$ cat src/rtl/secuenciador_ejecucion.sv
// Execution sequencer: gates the PC in continuous or single-step mode, detects HALT and streams
// the database fields MSB-first to the UART. Optional watchdog: SECUENCIADOR_WATCHDOG_EN.
module secuenciador_ejecucion #(
  parameter int ADDR_LENGTH          = 11,
  parameter int LONGITUD_INSTRUCCION = 32,
  parameter int HALT_OPCODE          = 0,
  parameter int CANT_BITS_CONTROL    = 3,
  parameter int CANT_DATOS_DB        = 4,
  parameter int OUTPUT_WORD_LENGTH   = 8
) (
  input  logic                            i_clock,
  input  logic                            i_reset,
  input  logic                            i_start,
  input  logic                            i_modo,
  input  logic                            i_step,
  input  logic [LONGITUD_INSTRUCCION-1:0] i_instruction_fetch,
  input  logic [LONGITUD_INSTRUCCION-1:0] i_dato_database,
  input  logic                            i_tx_done,
  output logic                            o_enable_PC,
  output logic [CANT_BITS_CONTROL-1:0]    o_control_database,
  output logic                            o_tx_start,
  output logic [OUTPUT_WORD_LENGTH-1:0]   o_data_tx,
  output logic                            o_busy,
  output logic                            o_halted,
  output logic [2:0]                      o_estado
);

  localparam int CampoW          = CANT_BITS_CONTROL + 1;
  localparam int BytesPorPalabra = LONGITUD_INSTRUCCION / OUTPUT_WORD_LENGTH;
  localparam int BcW             = (BytesPorPalabra > 1) ? $clog2(BytesPorPalabra) : 1;

  localparam logic [CampoW-1:0] NumCampos  = CampoW'(CANT_DATOS_DB);
  localparam logic [BcW-1:0]    UltimoByte = BcW'(BytesPorPalabra - 1);
  localparam logic [5:0]        HaltOp     = 6'(HALT_OPCODE);

  typedef enum logic [2:0] {
    StIdle     = 3'd0,
    StRun      = 3'd1,
    StStepWait = 3'd2,
    StExecStep = 3'd3,
    StDumpSel  = 3'd4,
    StDumpSend = 3'd5,
    StDumpWait = 3'd6,
    StDone     = 3'd7
  } estado_e;

  estado_e                         estado_q, estado_d, fin_reporte;
  logic                            modo_q, modo_d;
  logic                            halted_q, halted_d;
  logic [CampoW-1:0]               campo_q, campo_d;
  logic [BcW-1:0]                  bytes_q, bytes_d;
  logic [LONGITUD_INSTRUCCION-1:0] shift_q, shift_d;
  logic                            halt;
  logic                            wd_expira;
  logic                            unused_bits;

  assign halt        = (i_instruction_fetch[LONGITUD_INSTRUCCION-1 -: 6] == HaltOp);
  assign unused_bits = ^i_instruction_fetch[LONGITUD_INSTRUCCION-7:0];

`ifdef SECUENCIADOR_WATCHDOG_EN
  logic [ADDR_LENGTH-1:0] wd_q;

  // Held at zero outside RUN, so it is always clear on entry.
  always_ff @(posedge i_clock or posedge i_reset) begin
    if (i_reset)                 wd_q <= '0;
    else if (estado_q != StRun)  wd_q <= '0;
    else                         wd_q <= wd_q + 1'b1;
  end

  assign wd_expira = (estado_q == StRun) && (wd_q == '1);
`else
  assign wd_expira = 1'b0;
`endif

  always_comb begin
    estado_d    = estado_q;
    modo_d      = modo_q;
    halted_d    = halted_q;
    campo_d     = campo_q;
    bytes_d     = bytes_q;
    shift_d     = shift_q;
    o_enable_PC = 1'b0;
    o_tx_start  = 1'b0;
    fin_reporte = (modo_q && !halted_q) ? StStepWait : StDone;

    unique case (estado_q)
      StIdle: begin
        if (i_start) begin
          modo_d   = i_modo;
          estado_d = i_modo ? StStepWait : StRun;
        end
      end
      StRun: begin
        // Combinational so the HALT instruction itself is never advanced past.
        o_enable_PC = !halt && !wd_expira;
        if (halt || wd_expira) begin
          halted_d = 1'b1;
          campo_d  = '0;
          estado_d = StDumpSel;
        end
      end
      StStepWait: begin
        if (i_step) begin
          estado_d = StExecStep;
        end else if (halted_q) begin
          campo_d  = '0;
          estado_d = StDumpSel;
        end
      end
      StExecStep: begin
        o_enable_PC = !halt;
        if (halt) halted_d = 1'b1;
        campo_d  = '0;
        estado_d = StDumpSel;
      end
      StDumpSel: begin
        shift_d  = i_dato_database;
        bytes_d  = '0;
        estado_d = StDumpSend;
      end
      StDumpSend: begin
        o_tx_start = 1'b1;
        estado_d   = StDumpWait;
      end
      StDumpWait: begin
        if (i_tx_done) begin
          shift_d = shift_q << OUTPUT_WORD_LENGTH;
          bytes_d = bytes_q + 1'b1;
          if (bytes_q != UltimoByte) begin
            estado_d = StDumpSend;
          end else if ((campo_q + 1'b1) < NumCampos) begin
            campo_d  = campo_q + 1'b1;
            estado_d = StDumpSel;
          end else begin
            campo_d  = '0;
            estado_d = fin_reporte;
          end
        end
      end
      StDone: begin
        if (i_start) begin
          halted_d = 1'b0;
          estado_d = StIdle;
        end
      end
      default: estado_d = StIdle;
    endcase
  end

  always_ff @(posedge i_clock or posedge i_reset) begin
    if (i_reset) begin
      estado_q <= StIdle;
      modo_q   <= 1'b0;
      halted_q <= 1'b0;
      campo_q  <= '0;
      bytes_q  <= '0;
      shift_q  <= '0;
    end else begin
      estado_q <= estado_d;
      modo_q   <= modo_d;
      halted_q <= halted_d;
      campo_q  <= campo_d;
      bytes_q  <= bytes_d;
      shift_q  <= shift_d;
    end
  end

  assign o_control_database = campo_q[CANT_BITS_CONTROL-1:0];
  assign o_data_tx          = shift_q[LONGITUD_INSTRUCCION-1 -: OUTPUT_WORD_LENGTH];
  assign o_busy             = (estado_q != StIdle) && (estado_q != StDone);
  assign o_halted           = halted_q;
  assign o_estado           = estado_q;

endmodule

$ cat config.mk
export PLATFORM = sky130hd
export DESIGN_NAME = secuenciador_ejecucion
export DESIGN_NICKNAME = d
export VERILOG_FILES = /design/src/rtl/secuenciador_ejecucion.sv
export SDC_FILE = /design/constraint.sdc
export NUM_CORES = 1
export LEC_CHECK = 0
export BUFFER_PORTS_ARGS = -buffer_cell sky130_fd_sc_hd__buf_4
export CAP_MARGIN = 10
export CORE_MARGIN = 2
export CORE_UTILIZATION = 51
export DETAILED_ROUTE_END_ITERATION = 7
export HOLD_SLACK_MARGIN = 0.08
export PLACE_DENSITY = 0.89
export SLEW_MARGIN = 10
export SYNTH_ARGS = -nofsm -noshare
export SYNTH_HDL_FRONTEND = slang
export SYNTH_SLANG_ARGS = --single-unit
$ cat constraint.sdc
create_clock -name i_clock -period 5.52 [get_ports i_clock]
set_input_delay 0 -clock i_clock [delete_from_list [all_inputs] [get_ports i_clock]]
set_output_delay 0 -clock i_clock [all_outputs]
set_load 0.03 [all_outputs]
* Word-level counts from Yosys, hierarchy flattened
Index checks and enable logic that the tools add are counted.
** Operators by class
- Reduce and logical (&&, ||, !) cells :: 16
- Equal/unequal tests :: 18
- Add/sub/neg operators :: 2
- Order comparisons :: 1
- Mux-type cells :: 27
** Operators by type and width (number)
- case mux 32 bit (2 select lines) :: 1
- two-way mux 32 bit :: 1
- two-way mux 3 bit :: 9
- two-way mux 4 bit :: 6
- case mux 3 bit (8 select lines) :: 1
- inequality test 2 bit, second input constant :: 8
- case mux 4 bit (4 select lines) :: 1
- equality test 3 bit, second input constant :: 4
- equality test 3 x 2 -> 1 bit, second input constant :: 2
- logical NOT 6 bit :: 1
- inequality test 3 bit, second input constant :: 2
- AND reduction 6 bit :: 1
- AND reduction 5 bit :: 1
- adder 4 x 1 -> 4 bit, second input constant :: 1
- less-than comparator 4 x 3 -> 1 bit, second input constant :: 1
- two-way mux 1 bit :: 4
- two-way mux 2 bit :: 2
- case mux 2 bit (2 select lines) :: 1
- AND reduction 2 bit :: 2
- nonzero test 2 bit :: 2
- nonzero test 4 bit :: 1
- equality test 3 x 1 -> 1 bit, second input constant :: 1
- logical NOT 3 bit :: 1
- AND reduction 3 bit :: 1
- other kinds (7) :: 9
** Word-level totals
- Word-level logic and storage cells :: 70
- Bits of input ports :: 70
- Register bits after elaboration :: 43

* Longest topological paths before layout
- Word-level depth :: 7
- Depth in mapped cells :: 8
- Depth with buffers taken out :: 6

* Worst setup path after synthesis
No wires, ideal clock.
- Path type :: register to register
- Start :: register estado_q[2] (netlist: o_estado[2])
- End :: register shift_q[10]
- Clock period less this slack :: 2.009 ns
- Arrival time :: 1.932 ns
- Setup slack :: 3.511 ns
- Data required time :: 5.443 ns
- Cell stages (with the launch flop) :: 9
- Path through :: dfrtp_1 nor2b_1 nor2b_1 clkbuf_1 a21oi_1 clkbuf_1 buf_2 nand2_1 o21ai_1
** Between the ends
- Word-level cells in the longest chain between the ends :: 3
** RTL lines
- start: declaration :: RTL line 47 : estado_e estado_q, estado_d, fin_reporte;
- start signal: assignment :: RTL line 152 : estado_q <= StIdle;
- start signal: assignment :: RTL line 159 : estado_q <= estado_d;
- equality test 3 bit :: RTL line 86 : unique case (estado_q)
- inequality test 2 bit (no source line) or nonzero test 2 bit (tied branches)
- AND reduction 2 bit (no source line)
- end signal: assignment :: RTL line 164 : shift_q <= shift_d;
- end: declaration :: RTL line 52 : logic [LONGITUD_INSTRUCCION-1:0] shift_q, shift_d;
Several ways; a longest one is shown, not always the timed one.
A chain may end at the register's enable or synchronous reset.

* Final worst setup path
- Start :: register estado_q[2] (netlist: o_estado[2])
- End :: register campo_q[1]
** Between the ends
- Word-level cells in the longest chain between the ends :: 3
** RTL lines
- equality test 3 bit (tied with other cells) :: RTL line 86
- nonzero test 4 bit (no source line) or inequality test 2 bit (tied branches)
- AND reduction 6 bit (no source line)
- end signal: assignment :: RTL line 162 : campo_q <= campo_d;
- end: declaration :: RTL line 50 : logic [CampoW-1:0] campo_q, campo_d;
Several ways; a longest one is shown, not always the timed one.

==> impl_metrics.env <==
export IMPL_grt_busiest_layer="met2"
export IMPL_drv_cap=0
export IMPL_cpPeakStageDelay_ns=0.83
export IMPL_ant_nets=0
export IMPL_clockBufferDepth=2
export IMPL_max_vdd_ir_drop_mv=0.4056
export IMPL_routabilityCongestion=0.8604
export IMPL_die_y_microns=69.49
export IMPL_drc=0
export IMPL_hp_start="i_instruction_fetch[26]"
export IMPL_r2r_slack_ns=2.91
export IMPL_cts_clk_slew_worst_paths_ns=0.08
export IMPL_syn_inst=220
export IMPL_criticalPathCategory="register to register"
export IMPL_tightest_slew_ns=1.022
export IMPL_cts_root_buf="clkbuf_8"
export IMPL_finalHoldViolations=0
export IMPL_holdPathEnd="o_halted$_DFFE_PP0P_"
export IMPL_yosys_area_top_type="dfrtp_1"
export IMPL_clockPowerShare_pct=18.3
export IMPL_postSynthNetCount=292
export IMPL_grtUsageMet3_pct=5.814
export IMPL_ys_ff_latch=43
export IMPL_numCtsBuffers=5
export IMPL_p_leak_nw=1.421
export IMPL_antenna_found_initial=0
export IMPL_drive_above_1_share_pct=24.25
export IMPL_status="finished clean"
export IMPL_first_pass_iters=7
export IMPL_p_sw_share_pct=39.98
export IMPL_cts_setup_buffers=0
export IMPL_tns_ns=0
export IMPL_num_io_pins=88
export IMPL_max_freq_mhz=383.0
export IMPL_grt_met1_usage_pct=25.28
export IMPL_cp_data_arrival_time_ns=2.79
export IMPL_fin_nets=372
export IMPL_required_ns=5.70
export IMPL_cellPowerDensity_nw_per_um2=503.2
export IMPL_grt_max_degree=60
export IMPL_clock_skew_ns=0.007946
export IMPL_dpl_cell_area_sq_um=2595
export IMPL_die_w_microns=69.49
export IMPL_wl_per_cell_microns=14.70
export IMPL_grt_remaining_overflow=0
export IMPL_dpl_hpwl_microns=3060
export IMPL_syn_area_per_cell_sq_um=9.941
export IMPL_async_flop_share_pct=100.0
export IMPL_fin_crit_sh_pct=47.30
export IMPL_synth_flop_cell="dfrtp_1"
export IMPL_min_period_ns=2.611
export IMPL_seqPwrFrac_pct=36.6
export IMPL_switching_power_mw=0.6212
export IMPL_end_kind="register"
export IMPL_num_vias=1906
export IMPL_die_area_sq_um=4828
export IMPL_yosysWarnings=0
export IMPL_critical_path_max_fanout=30
export IMPL_r2r_start="o_estado[2]$_DFFE_PP0P_"
export IMPL_area_growth_pct=41.19
export IMPL_ff2ff_path_depth=4
export IMPL_use_met2_pct=39.10
export IMPL_vias_per_cell=5.430
export IMPL_n_fill_cell=273
export IMPL_cp_start_kind="register"
export IMPL_slew_violations=0
export IMPL_crit_slowest_cell="nor2_4"
export IMPL_final_cell_area_sq_um=3088
export IMPL_hold_class="primary input to register"
export IMPL_reg2reg_to="campo_q[1]$_DFFE_PP0P_"
export IMPL_netlist_area_sq_um=2187
export IMPL_p_int_mw=0.9326
export IMPL_initial_utilization_pct=53.90
export IMPL_synth_area_leaders="dfrtp_1, mux2i_1, o21ai_1"
export IMPL_cts_sinks=43
export IMPL_whs_path_depth=4
export IMPL_rows=23
export IMPL_io_buffers=61
export IMPL_ys_types=39
export IMPL_slew_headroom_pct=31.70
export IMPL_grtUsageTotal_pct=21.77
export IMPL_insertion_delay_ns=0.29
export IMPL_synth_edf_count=0
export IMPL_grt_pass1_vias=1837
export IMPL_htree_levels=2
export IMPL_setup_violations=0
export IMPL_path_cells="nand2_1 > nor2_4 > a31oi_1 > mux2_1"
export IMPL_cts_tree="built"
export IMPL_insertedDiodeCount=0
export IMPL_coreArea_sq_um=4058
export IMPL_drt_iter0_drc=151
export IMPL_pwr_share_comb_pct=45.1
export IMPL_final_common_cell="buf_4"
export IMPL_wirelength_microns=5159
export IMPL_grt_setup_unrepaired="false"
export IMPL_seq_area_frac_synth_pct=49.20
export IMPL_yosysTopAreaCellShare_pct=49.20
export IMPL_layout_common_cells="buf_4, dfrtp_1, dlygate4sd3_1"
export IMPL_grt_pass1_wl_microns=8369
==> synthesized netlist by cell type, types with 3 or more instances <==
cell	n
clkbuf_1	10
mux2i_1	24
nor2_1	7
buf_4	11
buf_2	3
and2_1	4
a22o_1	8
a21oi_1	6
o21ai_1	26
nor3_1	3
mux2_1	3
dfrtp_1	43
nor2b_1	4
inv_1	3
o21ai_0	3
nand2_1	33
==> power by group through the flow <==
stage	Sequential, mW	Combinational [mW]	Clock (mW)
4_1_cts	0.565	0.696	0.289
2_1_floorplan	0.536	0.554	0
6_report	0.569	0.700	0.284
5_1_grt	0.589	0.768	0.302
3_3_place_gp	0.564	0.653	0
3_5_place_dp	0.571	0.674	0
==> state kept, by name, indices dropped and copies added (netlist names) <==
name and cells:
campo_q 4, modo_q 1, o_estado 3, shift_q 32, bytes_q 2, o_halted 1
==> logic make-up (layout without fill, tap and decap cells) <==
group,Yosys count,in the layout,share of synthesized area (%)
AOI/OAI and AO/OA,55,55,15.79
DFF,43,43,49.20
and+or+nand+nor,65,65,14.47
muxes,27,27,12.53
buffers and inverters,28,109,6.865
adders and majority gates,2,2,1.144
==> worst max-delay path, delay by kind of cell, from the launching register on <==
kind	cells	cell delay, ns
DFF	1	0.67
and+or+nand+nor	2	1.11
muxes	1	0.38
AOI/OAI and AO/OA	1	0.33
==> metrics by stage <==
step | setup slack (ns) | hold slack, ns | instances | util, % | total power [mW]
2_1_floorplan | 3.511 | 0.1168 | 220 | - | 1.090
3_3_place_gp | 2.972 | 0.2225 | 307 | 63.95 | 1.217
3_5_place_dp | 2.930 | 0.2266 | 307 | 63.95 | 1.245
4_1_cts | 2.927 | 0.1249 | 351 | 76.10 | 1.550
5_1_grt | 2.734 | 0.1714 | 351 | 76.10 | 1.659
6_report | 2.909 | 0.1252 | 351 | 76.10 | 1.554
==> repair_timing <==
action / CTS / global route
hold endpoints to repair: 78 / 0
hold buffers: 36 / 0
resized for setup: 0 / 0
==> worst max path at each step <==
stage                                  startpoint                       to
final                     o_estado[2]$_DFFE_PP0P_   campo_q[1]$_DFFE_PP0P_
after global routing      o_estado[2]$_DFFE_PP0P_   campo_q[1]$_DFFE_PP0P_
after CTS                 o_estado[2]$_DFFE_PP0P_   campo_q[1]$_DFFE_PP0P_
after detailed placement  o_estado[2]$_DFFE_PP0P_   campo_q[1]$_DFFE_PP0P_
after global placement    o_estado[2]$_DFFE_PP0P_   campo_q[1]$_DFFE_PP0P_
after floorplan           o_estado[2]$_DFFE_PP0P_  shift_q[10]$_DFFE_PP0P_
==> layout make-up <==
cell class | count | area, sq um | share of cell area (%)
tap | 50 | 62.56 | 2.026
clock inverter | 2 | 60.06 | 1.945
clock buffer | 6 | 72.57 | 2.350
inverter | 3 | 11.26 | 0.3647
multi-input combinational | 149 | 979.7 | 31.73
timing repair buffer | 98 | 825.8 | 26.74
sequential | 43 | 1076 | 34.85
==> metal layers <==
layer	vias up	part of all wire, %
li1	928	-
met2	52	53
met1	918	41
met3	8	4.8
met4	0	1.6
met5	-	0
Power figures use the tool's default switching activity.
